### src/rtl/mem_arb_pkg.sv
// mem_arb_pkg
// Shared definitions for the unified-memory arbiter: the access sequencer
// state encoding, the requester IDs used for grant and last-grant, and the
// width of the memory latency down-counter.
package mem_arb_pkg;

  typedef enum logic [1:0] {
    IDLE,
    ISSUE,
    WAIT,
    DONE
  } state_e;

  localparam logic REQ_CPU = 1'b0;
  localparam logic REQ_DMA = 1'b1;

  // Wide enough for MEM_LAT-1 with MEM_LAT up to 15
  localparam int CNT_W = 4;

endpackage

### src/rtl/arb_rr2.sv
// arb_rr2
// Two-way round-robin pick. With a single requester that requester wins;
// with both requesting, the one that was not granted last wins.
// Ports:
//   req_i  - request vector, bit REQ_CPU = CPU, bit REQ_DMA = loader
//   last_i - ID of the requester granted most recently
//   gnt_o  - ID of the winning requester (only meaningful when req_i != 0)
module arb_rr2
  import mem_arb_pkg::*;
(
  input  logic [1:0] req_i,
  input  logic       last_i,
  output logic       gnt_o
);

  // Default to the CPU; the loader wins when it is alone or when the CPU
  // was served last during a conflict.
  always_comb begin
    gnt_o = REQ_CPU;
    if (req_i == 2'b11) begin
      gnt_o = ~last_i;
    end else if (req_i[REQ_DMA]) begin
      gnt_o = REQ_DMA;
    end
  end

endmodule

### src/rtl/mem_arbiter.sv
// mem_arbiter
// Arbitrates the CPU and the loader onto the single unified memory. A
// granted request is latched, issued to memory for one cycle, waits out the
// fixed memory latency, captures read data and pulses the requester's done.
// Ports:
//   clk, rst                         - clock, asynchronous active-low reset
//   c_req/c_we/c_adr/c_wdata         - CPU request (level, held until c_done)
//   c_done/c_rdata/cpu_stall         - CPU completion, read data, stall
//   d_req/d_we/d_adr/d_wdata         - loader request
//   d_done/d_rdata                   - loader completion, read data
//   m_en/m_we/m_adr/m_wdata/m_rdata  - memory side
module mem_arbiter
  import mem_arb_pkg::*;
#(
  parameter int MEM_LAT = 2,
  parameter int AW      = 32,
  parameter int DW      = 32
) (
  input  logic          clk,
  input  logic          rst,
  input  logic          c_req,
  input  logic          c_we,
  input  logic [AW-1:0] c_adr,
  input  logic [DW-1:0] c_wdata,
  output logic          c_done,
  output logic [DW-1:0] c_rdata,
  output logic          cpu_stall,
  input  logic          d_req,
  input  logic          d_we,
  input  logic [AW-1:0] d_adr,
  input  logic [DW-1:0] d_wdata,
  output logic          d_done,
  output logic [DW-1:0] d_rdata,
  output logic          m_en,
  output logic          m_we,
  output logic [AW-1:0] m_adr,
  output logic [DW-1:0] m_wdata,
  input  logic [DW-1:0] m_rdata
);

  state_e             state_q;
  logic               gnt_q;
  logic               lastGnt_q;
  logic               we_q;
  logic [AW-1:0]      adr_q;
  logic [DW-1:0]      wdata_q;
  logic [CNT_W-1:0]   cnt_q;
  logic [DW-1:0]      cRdata_q;
  logic [DW-1:0]      dRdata_q;
  logic               cDone_q;
  logic               dDone_q;
  logic               mEn_q;
  logic               mWe_q;

  logic               pick_d;
  logic               selWe_d;
  logic [AW-1:0]      selAdr_d;
  logic [DW-1:0]      selWdata_d;

  arb_rr2 u_rr (
    .req_i  ({d_req, c_req}),
    .last_i (lastGnt_q),
    .gnt_o  (pick_d)
  );

  // Fields of whichever port the round-robin pick selects this cycle
  always_comb begin
    selWe_d    = c_we;
    selAdr_d   = c_adr;
    selWdata_d = c_wdata;
    if (pick_d == REQ_DMA) begin
      selWe_d    = d_we;
      selAdr_d   = d_adr;
      selWdata_d = d_wdata;
    end
  end

  // Access sequencer. All outputs except cpu_stall are registered here so
  // that the async reset clears them immediately. Requests are only looked
  // at in IDLE, so the requester inputs are free to change once latched.
  always_ff @(posedge clk or negedge rst) begin
    if (!rst) begin
      state_q   <= IDLE;
      gnt_q     <= REQ_CPU;
      lastGnt_q <= REQ_DMA;
      we_q      <= 1'b0;
      adr_q     <= '0;
      wdata_q   <= '0;
      cnt_q     <= '0;
      cRdata_q  <= '0;
      dRdata_q  <= '0;
      cDone_q   <= 1'b0;
      dDone_q   <= 1'b0;
      mEn_q     <= 1'b0;
      mWe_q     <= 1'b0;
    end else begin
      cDone_q <= 1'b0;
      dDone_q <= 1'b0;
      case (state_q)
        IDLE: begin
          if (c_req || d_req) begin
            state_q <= ISSUE;
            gnt_q   <= pick_d;
            we_q    <= selWe_d;
            adr_q   <= selAdr_d;
            wdata_q <= selWdata_d;
            mEn_q   <= 1'b1;
            mWe_q   <= selWe_d;
          end
        end
        ISSUE: begin
          state_q <= WAIT;
          mEn_q   <= 1'b0;
          mWe_q   <= 1'b0;
          cnt_q   <= CNT_W'(MEM_LAT - 1);
        end
        WAIT: begin
          if (cnt_q == '0) begin
            if (!we_q) begin
              if (gnt_q == REQ_DMA) begin
                dRdata_q <= m_rdata;
              end else begin
                cRdata_q <= m_rdata;
              end
            end
            if (gnt_q == REQ_DMA) begin
              dDone_q <= 1'b1;
            end else begin
              cDone_q <= 1'b1;
            end
            state_q <= DONE;
          end else begin
            cnt_q <= cnt_q - 1'b1;
          end
        end
        DONE: begin
          lastGnt_q <= gnt_q;
          state_q   <= IDLE;
        end
        default: begin
          state_q <= IDLE;
        end
      endcase
    end
  end

  assign c_done    = cDone_q;
  assign d_done    = dDone_q;
  assign c_rdata   = cRdata_q;
  assign d_rdata   = dRdata_q;
  assign m_en      = mEn_q;
  assign m_we      = mWe_q;
  assign m_adr     = adr_q;
  assign m_wdata   = wdata_q;
  assign cpu_stall = c_req & ~cDone_q;

endmodule

### config.mk
export PLATFORM = sky130hd
export DESIGN_NAME = mem_arbiter
export DESIGN_NICKNAME = d
export VERILOG_FILES = /design/src/rtl/mem_arb_pkg.sv /design/src/rtl/arb_rr2.sv /design/src/rtl/mem_arbiter.sv
export SDC_FILE = /design/constraint.sdc
export NUM_CORES = 1
export LEC_CHECK = 0
export ABC_AREA = 0
export BUFFER_PORTS_ARGS = -buffer_cell sky130_fd_sc_hd__buf_2
export CAP_MARGIN = 20
export CELL_PAD_IN_SITES_DETAIL_PLACEMENT = 0
export CELL_PAD_IN_SITES_GLOBAL_PLACEMENT = 1
export CORE_AREA = 2 2 136 138
export DETAILED_ROUTE_END_ITERATION = 8
export DIE_AREA = 0 0 138 140
export PLACE_DENSITY_LB_ADDON = 0.05
export SLEW_MARGIN = 20
export SYNTH_ARGS = -nofsm -noshare
export SYNTH_HDL_FRONTEND = slang
export SYNTH_HIERARCHICAL = 1
export SYNTH_SLANG_ARGS = --single-unit
### constraint.sdc
create_clock -name clk -period 2.24 [get_ports clk]
set_input_delay 0.56 -clock clk [delete_from_list [all_inputs] [get_ports clk]]
set_output_delay 0.56 -clock clk [all_outputs]
set_load 0.005 [all_outputs]
==> flow_metrics.tcl <==
set metrics [dict create \
    status "finished clean" \
    area_growth_pct 40.8 \
    rr_worst_depth 6 \
    ir_drop_uv 658 \
    critPathLaunchType "flip-flop" \
    place.gp.congestion 0.756 \
    ant_nets 0 \
    r2r_end "c_rdata[16]" \
    critical_path_required_ns 2.54 \
    dp_cells 992 \
    io_buffers 298 \
    cts_root_buf "clkbuf_16" \
    clk_latency_ns 0.42 \
    clockBufferDepth 2 \
    yosysWarnings 6 \
    remaining_drc_errors 0 \
    ios 299 \
    post-route-period-util 0.859 \
    hp-class "in2async" \
    tritoncts "yes" \
    netlist_instances 476 \
    initial_core_util 0.344 \
    rsz0062_at_grt "no" \
    drt_iter0_drc 156 \
    drv_slew 0 \
    multi_input_area_um2 2400 \
    synth_nets 647 \
    fin_cells 1023 \
    nNetsFinal 953 \
    avgRoutedWirePerCell_um 15.5 \
    first_global_vias 4934 \
    synthDistinctLibCells 31 \
    r2r-start "cnt_q[0]" \
    rrSetupSlack_ns 0.32 \
    htreeDepth 4 \
    antenna_found_initial 1 \
    drive_gt1_frac 0.529 \
    die_height_um 140 \
    hpwl_um 12300 \
    final-setup-viol-count 0 \
    async_flop_share 1.00 \
    clock-sinks 141 \
    synth_seq_area_share 0.578 \
    min_period_ns 1.92 \
    finish.utilization 0.484 \
    relSlewSlack 0.673 \
    coreArea_um2 17800 \
    vias 4594 \
    wirelength_um 15900 \
    n_fill_cell 1670 \
    powerDensity_nw_per_um2 1350 \
    whs_ns 0.0795 \
    ys.flop_type "dfrtp_1" \
    cap_violations 0 \
    n_antenna_cell 0 \
    die_w_um 138 \
    postCtsHoldBufs 0 \
    synth_edf_count 0 \
    setup.worst_path.class "reg2reg" \
    rows 49 \
    via_per_inst 4.49 \
    seq_area_um2 3530 \
    avgSynthCellArea_um2 12.8 \
    p_leak_nw 4.53 \
    clk_pin_slew_ns 0.06 \
    cp_max_fo 32 \
    worstPathArrival_ns 2.23 \
    die_area_um2 19300 \
    hold_viol_final 0 \
    grt_max_degree 84 \
    end_kind "flip-flop" \
    grt-ovfl-total 0 \
    timing.fmax_mhz 520 \
    numCtsBuffers 17 \
    syn_area_um2 6110 \
    grtUsageTotal 0.168 \
    postCtsResizedCells 0 \
    cts_setup_buffers 0 \
    finClkSkew_ns 0.00698 \
    fin_total_pwr_mw 11.6 \
    finalSetupTns_ns 0 \
    ys_ff_latch 141 \
    dr.pass1.iters 4 \
    tightest_slew_ns 0.491 \
    grt_pass1_wl_um 25600 \
]
-- worst max-delay path by stage --
stage               start     endpoint  cells after the start
6_report         cnt_q[0]  c_rdata[16]                      6
5_1_grt          cnt_q[0]   c_rdata[2]                      6
4_1_cts          cnt_q[0]   c_rdata[2]                      6
3_5_place_dp        d_req    m_adr[13]                      6
3_3_place_gp        d_req  m_wdata[24]                      6
2_1_floorplan  state_q[0]  c_rdata[10]                      7
-- synth_stat cells (all sizes together), types with 2 or more instances --
library cell,n,area [µm²]
dfrtp,140,3500
nand2,70,263
o21ai,69,345
mux2,68,878
mux2i,67,671
buf,15,126
clkbuf,14,52.6
ha,5,62.6
inv,5,18.8
or3,3,18.8
nand2b,2,12.5
nor2,2,7.51
nor2b,2,12.5
-- kinds of logic (layout without fill, tap and decap cells) --
logic type      Yosys count  in the layout  share of synthesized area
flops                   141            141                      0.578
mux                     135            135                      0.254
buf+inv                  34            352                     0.0324
fa+ha+maj                 5              5                     0.0102
compound gates           74             74                     0.0639
simple gates             87             87                     0.0621
-- report_power, final --
| group | total (mW) | switching (mW) | internal, mW |
|---|---|---|---|
| combinational | 4.13 | 1.88 | 2.25 |
| sequential | 4.48 | 0.661 | 3.82 |
| clock | 3.01 | 1.10 | 1.90 |
| total | 11.6 | 3.64 | 7.98 |
-- final cells by class --
| type | instances | share of cell area |
|---|---|---|
| clock buffer | 19 | 0.0515 |
| clock inverter | 12 | 0.0217 |
| inverter | 5 | 0.00218 |
| multi-input combinational | 301 | 0.279 |
| sequential | 141 | 0.411 |
| tap | 229 | 0.0333 |
| timing repair buffer | 316 | 0.202 |
-- worst max-delay path: stages (launching register included) --
cell,delay [ns]
dfrtp_1,0.37
inv_1,0.09
ha_1,0.22
nand4bb_1,0.12
or3_2,0.45
buf_12,0.22
mux2_4,0.32
-- sequential cells by signal, summed over array words and instances, names as in the netlist, 2 cells and up --
signal	count
m_wdata	32
state_q	2
c_rdata	32
m_adr	32
cnt_q	4
d_rdata	32
-- per-stage QoR --
step | cell area [µm²] | setup WS (ns)
after floorplan | 6110 | 0.379
after global placement | 7970 | 0.331
after detailed placement | 7970 | 0.293
after CTS | 8600 | 0.309
after global routing | 8600 | 0.178
final | 8600 | 0.317
-- metal layers --
layer	up-vias	routed length, µm	global-route usage	part of all wire
met3	25	1390	0.0691	0.087
met2	197	7490	0.265	0.47
met1	2114	6660	0.207	0.42
met4	2	329	0.0677	0.021
li1	2256	-	-	-
met5	-	13	0	0.00082
-- layout by cell type, fill, tap and decap left out, types with 4 or more instances in the layout --
cell type  instances
inv_1              5
mux2_2            38
o21ai_0           68
nand2_1           70
mux2_4            30
clkbuf_16         17
ha_1               5
buf_2            297
dfrtp_1          140
mux2i_1           67
bufinv_16          4
buf_12             8
clkinv_4           4
buf_4             10
No activity file was read; power rests on OpenSTA's default activity.
